**config.mk**
```make
export PLATFORM = sky130hd
export DESIGN_NAME = muldiv_sched
export DESIGN_NICKNAME = d
export VERILOG_FILES = /design/src/rtl/muldiv_pkg.sv /design/src/rtl/prio_enc4.sv /design/src/rtl/muldiv_sched.sv
export SDC_FILE = /design/constraint.sdc
export NUM_CORES = 1
export LEC_CHECK = 0
export BUFFER_PORTS_ARGS = -buffer_cell sky130_fd_sc_hd__buf_4
export CAP_MARGIN = 20
export CORE_MARGIN = 8
export CORE_UTILIZATION = 39
export CTS_CLUSTER_DIAMETER = 50
export DETAILED_ROUTE_END_ITERATION = 6
export PLACE_DENSITY = 0.65
export RECOVER_POWER = 25
export SETUP_SLACK_MARGIN = 0.02
export SLEW_MARGIN = 40
export SYNTH_ARGS = -nofsm -noshare
export SYNTH_HDL_FRONTEND = slang
export SYNTH_HIERARCHICAL = 1
export SYNTH_SLANG_ARGS = --single-unit
```
**constraint.sdc**
```tcl
create_clock -name clk -period 4.1 [get_ports clk]
set_input_delay 0.615 -clock clk [delete_from_list [all_inputs] [get_ports clk]]
set_output_delay 0.615 -clock clk [all_outputs]
set_load 0.02 [all_outputs]
```
**src/rtl/muldiv_pkg.sv**
```systemverilog
// muldiv_pkg: shared FSM state type and widths for the mul/div scheduler
package muldiv_pkg;
  typedef enum logic [1:0] {IDLE, MUL, DIV} state_t;
  localparam int NLANE = 4;
  localparam int CNT_W = 6;
endpackage

```
**src/rtl/prio_enc4.sv**
```systemverilog
// prio_enc4: lowest-index-first priority encoder; req in, valid/idx/one-hot out
module prio_enc4
  import muldiv_pkg::*;
(
  input  logic [NLANE-1:0] req,
  output logic             valid,
  output logic [1:0]       idx,
  output logic [NLANE-1:0] oh
);
  always_comb begin
    valid = |req;
    idx = req[0] ? 2'd0 : req[1] ? 2'd1 : req[2] ? 2'd2 : 2'd3;
    oh = req & (~req + 4'd1);
  end
endmodule

```
**src/rtl/muldiv_sched.sv**
```systemverilog
// muldiv_sched: mul/div unit arbiter; lane req/isdiv/signed/rdhilo + stall_ext/kill in, grant/start/hilo_we/busy/stall_lane out
module muldiv_sched
  import muldiv_pkg::*;
#(
  parameter int MUL_LAT = 3,
  parameter int DIV_LAT = 32
) (
  input  logic             clk,
  input  logic             reset,
  input  logic [NLANE-1:0] req_i,
  input  logic [NLANE-1:0] isdiv_i,
  input  logic [NLANE-1:0] signed_i,
  input  logic [NLANE-1:0] rdhilo_i,
  input  logic             stall_ext_i,
  input  logic             kill_i,
  output logic [NLANE-1:0] grant_o,
  output logic             start_o,
  output logic             start_div_o,
  output logic             start_signed_o,
  output logic             hilo_we_o,
  output logic             busy_o,
  output logic [NLANE-1:0] stall_lane_o
);
  state_t state;
  logic [CNT_W-1:0] cnt;
  logic c_v, b_v, go;
  logic [1:0] c_idx, b_idx;
  logic [NLANE-1:0] c_oh, b_oh, older, blocked;
  prio_enc4 u_cand (.req(req_i), .valid(c_v), .idx(c_idx), .oh(c_oh));
  prio_enc4 u_blk (.req(blocked), .valid(b_v), .idx(b_idx), .oh(b_oh));
  always_comb begin
    busy_o = state != IDLE;
    go = !reset && !busy_o && !stall_ext_i && !kill_i && c_v;
    grant_o = go ? c_oh : '0;
    start_o = go;
    start_div_o = go && isdiv_i[c_idx];
    start_signed_o = go && signed_i[c_idx];
    hilo_we_o = busy_o && cnt == '0 && !kill_i && !reset;
  end
  // older[k]: some lane younger-index j<k holds a mult/div ahead of lane k
  always_comb begin
    older = {|req_i[2:0], |req_i[1:0], req_i[0], 1'b0};
    blocked = (req_i & (older | {NLANE{busy_o | stall_ext_i}})) |
              (rdhilo_i & (older | {NLANE{busy_o}}));
  end
  // stall the lowest blocked lane and every lane above it
  always_comb stall_lane_o = b_v ? (b_oh | (4'b1110 << b_idx)) : '0;
  always_ff @(posedge clk) begin
    if (reset) begin
      state <= IDLE;
      cnt <= '0;
    end else if (busy_o) begin
      if (kill_i || cnt == '0) begin
        state <= IDLE;
        cnt <= '0;
      end else cnt <= cnt - 1'b1;
    end else if (go) begin
      state <= isdiv_i[c_idx] ? DIV : MUL;
      cnt <= isdiv_i[c_idx] ? CNT_W'(DIV_LAT - 1) : CNT_W'(MUL_LAT - 1);
    end
  end
endmodule

```
==> results of run 1 <==
==> metrics by stage <==
step / power, mW / cell area [µm²]
final: 0.252 / 1020
after global routing: 0.272 / 1020
after CTS: 0.259 / 1030
after detailed placement: 0.196 / 1010
after global placement: 0.194 / 1010
after floorplan: 0.159 / 763
==> power by group through the flow <==
stage	logic, mW	clock network (mW)	registers, mW
floorplan	0.0706	0	0.0887
detailed placement	0.106	0	0.0896
global route	0.116	0.0674	0.0889
global placement	0.104	0	0.0897
CTS	0.107	0.0639	0.0881
finish	0.104	0.0595	0.0881
==> cell type report <==
type / count / area, µm²
sequential: 8 / 160
multi-input combinational: 84 / 539
clock buffer: 3 / 22.5
inverter: 8 / 30.0
timing repair buffer: 32 / 236
tap: 27 / 33.8
fill: 206 / 880
==> worst reg2reg max path: cells and delay by family (launching register included) <==
family	cells	cell delay [ps]
buffers and inverters	1	80
adder cells (fa/ha/maj)	1	230
AO/OA/AOI/OAI	3	980
flip-flops	1	350
==> kinds of logic after synthesis <==
group / after synthesis
buf+inv: 11
fa+ha+maj: 2
mux: 2
compound gates: 24
simple gates: 56
flops: 8
==> final timing paths <==
| path | from | end | slack (ps) | cells past startpoint |
|---|---|---|---|---|
| hold / removal | cnt[5] | cnt[5] | 490 | 1 |
| setup / recovery | state[1] | stall_lane_o[3] | 1120 | 9 |
| hold reg to reg | cnt[5] | cnt[5] | 490 | 1 |
| setup reg to reg | cnt[0] | cnt[5] | 2380 | 5 |
==> layout by cell type (no fill, tap or decap), drive strengths merged, types with 2 or more instances in the layout <==
cell    synthesis  routed
a311oi          2       2
nor2           19      19
ha              2       2
o21a            3       3
and2            9       9
nand2          14      14
o22ai           2       2
a21oi          11      11
dfxtp           8       8
nor4            4       4
buf             3      31
nor4b           2       2
mux4            2       2
clkbuf          0       4
a211oi          2       2
nor3            5       5
inv             8       8
==> routing by layer <==
layer / vias to the layer above / global-route usage / share of wire
met5: - / 0 / 0
met4: 0 / 0.0510 / 0.010
met3: 4 / 0.0602 / 0.11
met2: 31 / 0.178 / 0.43
met1: 406 / 0.130 / 0.45
li1: 427 / - / -
==> sequential cells by signal, summed over array words and instances, names as in the netlist <==
| signal | flops |
|---|---|
| cnt | 6 |
| state | 2 |
==> results.md, run 1 <==
- Outcome: completed
- CP max stage cell: nor2_1
- H-tree Lvls: 1
- CTS tree: yes
- Post-synth ARST share: 0
- Worst path bufs/invs: 2
- Die width: 60.2 µm
- Pre-CTS setup slack: 1490 ps
- Antenna diodes: 0
- Die Ht: 60.2 µm
- Area leader, netlist: dfxtp_1
- Sink Count: 8
- Detailed-route vias per instance: 5.36
- PwrDens: 246 nW/µm²
- Critical Path RT: 3480 ps
- Number of CTS-inserted buffers: 3
- Row count: 16
- Simple-gate portion of the synthesized area: 0.413
- Die area: 3630 µm²
- Yosys Warn Count: 6
- Slew Viols, Final: 0
- GRT Total Usage: 0.117
- Post-synth EDFFs: 0
- Yosys cell types: 31
- Sw Share: 0.350
- Sequential Power Share: 0.350
- Post-synthesis mux area share: 0.0590
- Final Instance Count excl. Fillers: 162
- Peak VDD IR: 124 µV
- Crit path max fanout: 7
- Area growth, synth to finish: 33.9%
- FMAX: 336 MHz
- Synth Area in XOR/XNOR: 0
- CP delay by family, top: simple AND/OR/NAND/NOR gates
- Sequential share of the synthesized area: 0.210
- Largest net degree at the start of global routing: 11
- Hold-fix buffers, CTS: 0
- Ys flop type: dfxtp_1
- Largest family of logic cells by synthesized area: simple AND/OR/NAND/NOR gates
- Clock power share: 0.236
- Share of Yosys cell area claimed by the top area cell type: 0.210
- Detailed Place HPWL: 1.68 mm
- Routability Congestion: 0.778
- Vias: 868
- IO Port Bufs: 32
- Final setup margin: 1120 ps
- Core box area: 1900 µm²
- GRT Residual Overflow: 0
- Synth Net Count: 125
- Max-Cap Viols: 0
- Slew margin rel.: 0.545
- Comb power frac: 0.414
- Worst Skew: 3.45 ps
- IO Pins: 33
- Crit path kind: register to output port
- Syn Inst Count: 103
- Fin crit period: 2980 ps
- Vias in the first global route: 833
- Synthesized area per cell: 7.41 µm²
- RSZ-0062 raised after global routing: false
- WL/cell: 12.0 µm
- Hold WS: 490 ps
- Post-CTS Repair Setup Buffers: 0
- CTS root buf: clkbuf_4
- Fin nets: 159
- Worst-margin pin slew: 679 ps
- Final ANT Viol Nets: 0
- CTS Buffer Depth: 2
- TritonRoute pass-1 iters: 4
- Slowest stage delay, CP: 420 ps
- Worst setup EP type: output port
- Final setup vio count: 0
- Total wire length: 1.95 mm
- Post-cts repair resize count: 0
- Fraction of layout cells with a size suffix above 1: 0.348
- Worst Setup Start Kind: register
- Initial antenna violation count: 0
- Util after Layout: 0.538
- Wire length of the first global-routing pass: 3.31 mm
- Setup TNS: 0 ps
- Most frequent cells after synthesis: nor2_1 (15), nand2_1 (13), a21oi_1 (11)
- Starting DRT DRC Count: 9
- Yosys reg bits: 8
- Clk slew on worst S/H paths: 50 ps
- Fin crit share: 0.727
- Worst Hold Class: register to register
- Static leakage: 0.441 nW
- Ranking of synthesized cells by area: dfxtp_1 (21%), and2_1 (7.4%), nor2_1 (7.4%), a21oi_1 (7.2%), nand2_1 (6.4%)
- Starting Density: 0.401
- Psw: 0.0881 mW
- # DRC: 0
- Cell Area, Synth: 763 µm²
- Placed Instances: 159
- Clock Latency Late Sink: 250 ps
- Final number of hold-violating endpoints: 0
- Most frequent cell after synthesis: nor2_1
- Critical-path cell list: nor2_1 > inv_2 > or3_1 > a21oi_1 > nor2_1 > a21oi_1 > nand2_1 > o21a_1 > buf_4
- P_int: 0.164 mW
- Post-Synth Adder-Cell Area: 0.0328
- Synth Area in Compound Gates: 0.211
- Data arrival time of the worst path: 2360 ps
Note: power is estimated with default switching activity, not from simulation.
==> run 2, diff against run 1 <==
- clock period: 4.1 -> 2.8 ns (I/O delays scaled with it)
==> results.md, run 2 (synthesized netlist as in run 1, its figures left out) <==
- Worst-margin pin slew: 764 ps (+84.5 ps)
- Flop-to-flop setup slack: 970 ps (-1410 ps)
- Worst setup EP type: output port
- Post-DP Area: 1010 µm² (unchanged)
- CTS tree: yes
- Sink Count: 8 (unchanged)
- Biggest regs: cnt: 6 flops, state: 2 flops
- Routability Congestion: 0.728 (-6.4%)
- Clock Latency Late Sink: 260 ps (about the same)
- CTS root buf: clkbuf_4
- Die Ht: 60.2 µm (unchanged)
- Final setup margin: 195 ps (-925 ps)
- Peak VDD IR: 156 µV (+26%)
- Post-cts repair resize count: 0 (unchanged)
- Final setup vio count: 0 (unchanged)
- Worst Hold Class: input port to register
- Outcome: completed
- WL/cell: 12.9 µm (+7.3%)
- Fin crit share: 0.930
- Initial antenna violation count: 0 (unchanged)
- Pre-CTS setup slack: 445 ps (-1040 ps)
- Starting Density: 0.401 (unchanged)
- Number of CTS-inserted buffers: 3 (unchanged)
- Crit path kind: register to output port
- Total wire length: 2.09 mm (+7.3%)
- Final Cell Area: 1020 µm² (+0.24%)
- Row count: 16 (unchanged)
- Wire length of the first global-routing pass: 3.56 mm (+7.5%)
- CTS Buffer Depth: 2 (unchanged)
- Largest net degree at the start of global routing: 11 (unchanged)
- Total power: 0.371 mW (+47%)
- Fin nets: 159 (unchanged)
- Fraction of layout cells with a size suffix above 1: 0.356 (+0.00741)
- Detailed Place HPWL: 1.71 mm (+1.8%)
- Clk slew on worst S/H paths: 50 ps (about the same)
- Die width: 60.2 µm (unchanged)
- TritonRoute pass-1 iters: 4 (unchanged)
- Post-CTS Repair Setup Buffers: 0 (unchanged)
- Fin crit period: 2600 ps
- Detailed-route vias per instance: 5.12 (-4.5%)
- Hold WS: 418 ps (-72.3 ps)
- Worst Setup Start Kind: register
- Setup TNS: 0 ps (unchanged)
- Slew Viols, Final: 0 (unchanged)
- Die area: 3630 µm² (unchanged)
- FMAX: 384 MHz
- Core box area: 1900 µm² (unchanged)
- Vias in the first global route: 824 (-1.1%)
- Most common cell after layout, fill and taps aside: buf_4
- H-tree Lvls: 1 (unchanged)
- Data arrival time of the worst path: 2180 ps (-180 ps)
- Slew margin rel.: 0.488 (-0.0567)
- Starting DRT DRC Count: 21 (+12)
- Max-Cap Viols: 0 (unchanged)
- Hold-fix buffers, CTS: 0 (unchanged)
- Crit path max fanout: 7 (unchanged)
- # DRC: 0 (unchanged)
- PwrDens: 362 nW/µm² (+47%)
- IO Pins: 33 (unchanged)
- Worst Skew: 5.50 ps (+2.05 ps)
- Antenna diodes: 0 (unchanged)
- Vias: 829 (-4.5%)
- IO Port Bufs: 32 (unchanged)
- RSZ-0062 raised after global routing: false
- Final number of hold-violating endpoints: 0 (unchanged)
- GRT Residual Overflow: 0 (unchanged)
- Critical Path RT: 2380 ps (-1100 ps)
- GRT Total Usage: 0.126 (+0.00978)
- Most flops, register: cnt
- Area growth, synth to finish: 34.3%
- Max reg flops: 6 (unchanged)
- Commonest cells after routing, fill and taps aside: buf_4 (31), nor2_1 (15), nand2_1 (13)
- Final ANT Viol Nets: 0 (unchanged)
- Static leakage: 0.442 nW (+0.20%)
## run 2: cell counts in the layout (fill, tap and decap cells not counted)
No cell type changed its count.
## run 2: worst paths after layout
kind                  from              end  cells past startpoint
setup reg to reg    cnt[0]           cnt[5]                      5
hold / removal       reset           cnt[2]                      2
hold reg to reg     cnt[5]           cnt[5]                      1
setup / recovery  state[1]  stall_lane_o[3]                      9
## run 2: metrics by stage
step | util | instances
final | 0.539 | 162
after global routing | 0.539 | 162
after CTS | 0.543 | 162
after detailed placement | 0.532 | 159
after global placement | 0.532 | 159
after floorplan | - | 103
## run 2: layout make-up
| type | instances | area (µm²) |
|---|---|---|
| multi-input combinational | 84 | 542 |
| inverter | 8 | 30.0 |
| tap | 27 | 33.8 |
| sequential | 8 | 160 |
| clock buffer | 3 | 22.5 |
| timing repair buffer | 32 | 236 |
| fill | 190 | 877 |
## run 2: power breakdown
group          total (mW)  leakage (nW)  internal (mW)  switching (mW)
Sequential          0.129        0.0653          0.122         0.00790
Clock              0.0877        0.0138         0.0490          0.0387
Combinational       0.154         0.363         0.0694          0.0846
## run 2: layer usage
metal,global-route usage,share of wire,wire length (µm),up-vias
met5,0,0,0,-
met4,0.0510,0.016,34,0
met3,0.0602,0.12,244,4
met2,0.198,0.43,899,39
met1,0.142,0.44,916,358
li1,-,-,-,428
## run 2: critical path: stages, from the launching register on
cell and delay, ps:
dfxtp_1 310, nor2_2 280, inv_2 140, or3_1 370
a21oi_1 160, nor2_1 90, a21oi_1 190, nand2_1 70
o21a_1 170, buf_4 150
==> run 3, diff against run 2 <==
- ABC_AREA: default -> 1
- BUFFER_PORTS_ARGS: -buffer_cell sky130_fd_sc_hd__buf_4 -> -buffer_cell sky130_fd_sc_hd__buf_2
- PLACE_DENSITY: 0.65 -> 0.63
==> results.md, run 3 <==
- Data arrival time of the worst path: 1920 ps (-260 ps)
- Area leader, netlist: dfxtp_1
- Outcome: completed
- Synthesized area per cell: 5.78 µm² (-22%)
- # DRC: 0 (unchanged)
- Biggest regs: cnt: 6 flops, state: 2 flops
- Syn Inst Count: 151 (+47%)
- Total wire length: 2.25 mm (+7.3%)
- Post-cts repair resize count: 0 (unchanged)
- Routability Congestion: 0.795 (+9.2%)
- Post-synth EDFFs: 0 (unchanged)
- Starting Density: 0.403 (+0.00122)
- Vias: 1,000 (+21%)
- Most frequent cell after synthesis: nor2_1
- Sequential share of the synthesized area: 0.183 (-0.0265)
- Worst Skew: 3.93 ps (-1.57 ps)
- Yosys Warn Count: 6 (unchanged)
- Hold-fix buffers, CTS: 0 (unchanged)
- CTS root buf: clkbuf_4
- GRT met3 Usage: 0.0300 (-0.0302)
- H-tree Lvls: 1 (unchanged)
- Detailed-route vias per instance: 4.72 (-7.8%)
- Core box area: 2170 µm² (+14%)
- Max reg flops: 6 (unchanged)
- Initial antenna violation count: 0 (unchanged)
- Ranking of synthesized cells by area: dfxtp_1 (18%), nor2_1 (15%), inv_1 (12%), nand2_1 (11%), o21ai_0 (6.3%)
- Most flops, register: cnt
- Final number of hold-violating endpoints: 0 (unchanged)
- Die Ht: 63.3 µm (+5.1%)
- Post-synth ARST share: 0 (unchanged)
- Detailed Place HPWL: 1.90 mm (+11%)
- Max-Cap Viols: 0 (unchanged)
- GRT Total Usage: 0.116 (-0.0108)
- Fin crit share: 0.835 (-0.0957)
- Flop-to-flop setup slack: 1530 ps (+560 ps)
- Commonest cells after routing, fill and taps aside: nor2_1 (34), buf_2 (31), inv_1 (28)
- M1 GR Usage: 0.123 (-0.0190)
- Synth Net Count: 173 (+38%)
- Largest net degree at the start of global routing: 10 (-1)
- Final setup vio count: 0 (unchanged)
- Peak VDD IR: 195 µV (+25%)
- Met2 GRT Util: 0.200 (+0.00208)
- Yosys cell types: 24 (-23%)
- Busiest grt layer: met2
- Clk slew on worst S/H paths: 50 ps (about the same)
- Die width: 63.3 µm (+5.1%)
- Yosys reg bits: 8 (unchanged)
- Critical Path RT: 2380 ps (about the same)
- Starting DRT DRC Count: 53 (+150%)
- IO Port Bufs: 32 (unchanged)
- Slew margin rel.: 0.739 (+0.251)
- Final ANT Viol Nets: 0 (unchanged)
- Worst Hold Class: input port to register
- GRT Residual Overflow: 0 (unchanged)
- Slew Viols, Final: 0 (unchanged)
- RSZ-0062 raised after global routing: false
- Number of CTS-inserted buffers: 3 (unchanged)
- Worst setup EP type: output port
- Die area: 4010 µm² (+10%)
- TritonRoute pass-1 iters: 4 (unchanged)
- Fin crit period: 2340 ps (-268 ps)
- Clock Latency Late Sink: 250 ps (about the same)
- Fraction of layout cells with a size suffix above 1: 0.250 (-0.106)
- Static leakage: 0.602 nW (+36%)
- Post-CTS Repair Setup Buffers: 0 (unchanged)
- Vias in the first global route: 973 (+18%)
- Ys flop type: dfxtp_1
- IO Pins: 33 (unchanged)
- FMAX: 428 MHz (+11%)
- Worst-margin pin slew: 392 ps (-372 ps)
- Share of Yosys cell area claimed by the top area cell type: 0.183 (-0.0265)
- Row count: 17 (+1)
- Crit path kind: register to output port
- CTS Buffer Depth: 2 (unchanged)
- Crit path max fanout: 9 (+2)
- Antenna diodes: 0 (unchanged)
- Post-DP Area: 1050 µm² (+4.2%)
- Most frequent cells after synthesis: nor2_1 (34), inv_1 (28), nand2_1 (25)
- Fin nets: 208 (+31%)
- # fillers: 244 (+28%)
- CTS tree: yes
- Most common cell after layout, fill and taps aside: nor2_1
- Final Cell Area: 1060 µm² (+3.9%)
- Area growth, synth to finish: 21.9%
- Sink Count: 8 (unchanged)
- Wire length of the first global-routing pass: 3.91 mm (+9.7%)
- PwrDens: 351 nW/µm² (-3.0%)
- Cell Area, Synth: 873 µm² (+14%)
- Setup TNS: 0 ps (unchanged)
- Worst Setup Start Kind: register
- WL/cell: 10.6 µm (-18%)
run 3: cell types whose count changed after synthesis, sizes merged, moves of 3 or more:
cell / before / now
o21ai: 1 / 12
o21a: 3 / 0
nand2: 14 / 28
nor3: 5 / 2
nor2: 19 / 39
nor4: 4 / 1
nand3: 0 / 12
and2: 9 / 0
inv: 8 / 29
run 3: cell type report:
cell class	instances	area (µm²)	area share
Multi-Input combinational cell	112	579	0.544
Sequential cell	8	160	0.150
Timing Repair Buffer	32	159	0.149
Inverter	29	109	0.102
Tap cell	28	35.0	0.0329
Clock buffer	3	22.5	0.0212
run 3: logic make-up after synthesis:
family	count (synthesis)	share of synthesized area
AOI/OAI and AO/OA	24	0.162
adders and majority gates	2	0.0286
DFF	8	0.183
buffers and inverters	31	0.142
and+or+nand+nor	85	0.474
xor gates and xnor gates	1	0.0100
run 3: report_power, final:
part	switching, mW	leakage (nW)	internal (mW)
Combinational	0.100	0.523	0.0562
Clock	0.0401	0.0138	0.0491
Sequential	0.00750	0.0653	0.121
Total	0.148	0.602	0.227
run 3: metal layers:
metal	part of all wire	vias to the layer above	routed length [µm]
li1	-	540	-
met1	0.46	433	1040
met2	0.47	23	1050
met3	0.056	4	125
met4	0.016	0	36
met5	0	-	0
run 3: path summary, 6_finish.rpt:
check	to	start	cells after the start
hold reg to reg	cnt[1]	cnt[1]	2
setup / recovery	stall_lane_o[3]	state[1]	9
hold / removal	cnt[5]	reset	2
setup reg to reg	cnt[0]	cnt[0]	7
run 3: stage by stage:
step                      total power [mW]  std cells  hold slack (ps)  worst slack [ps]   util
after floorplan                      0.245        151              478               737      -
after global placement               0.287        209              496               686  0.486
after detailed placement             0.289        209              493               660  0.486
after CTS                            0.381        212              445               416  0.496
after global routing                 0.410        212              441               247  0.491
final                                0.374        212              448               463  0.491
run 3: worst max-delay path: stages (launching register included):
cell and delay, ps:
dfxtp_1 430, nor2_8 90, inv_2 130, a21oi_1 80, a21oi_1 330, nor2_2 110
nand3_1 110, inv_1 70, a31oi_1 130, buf_2 190
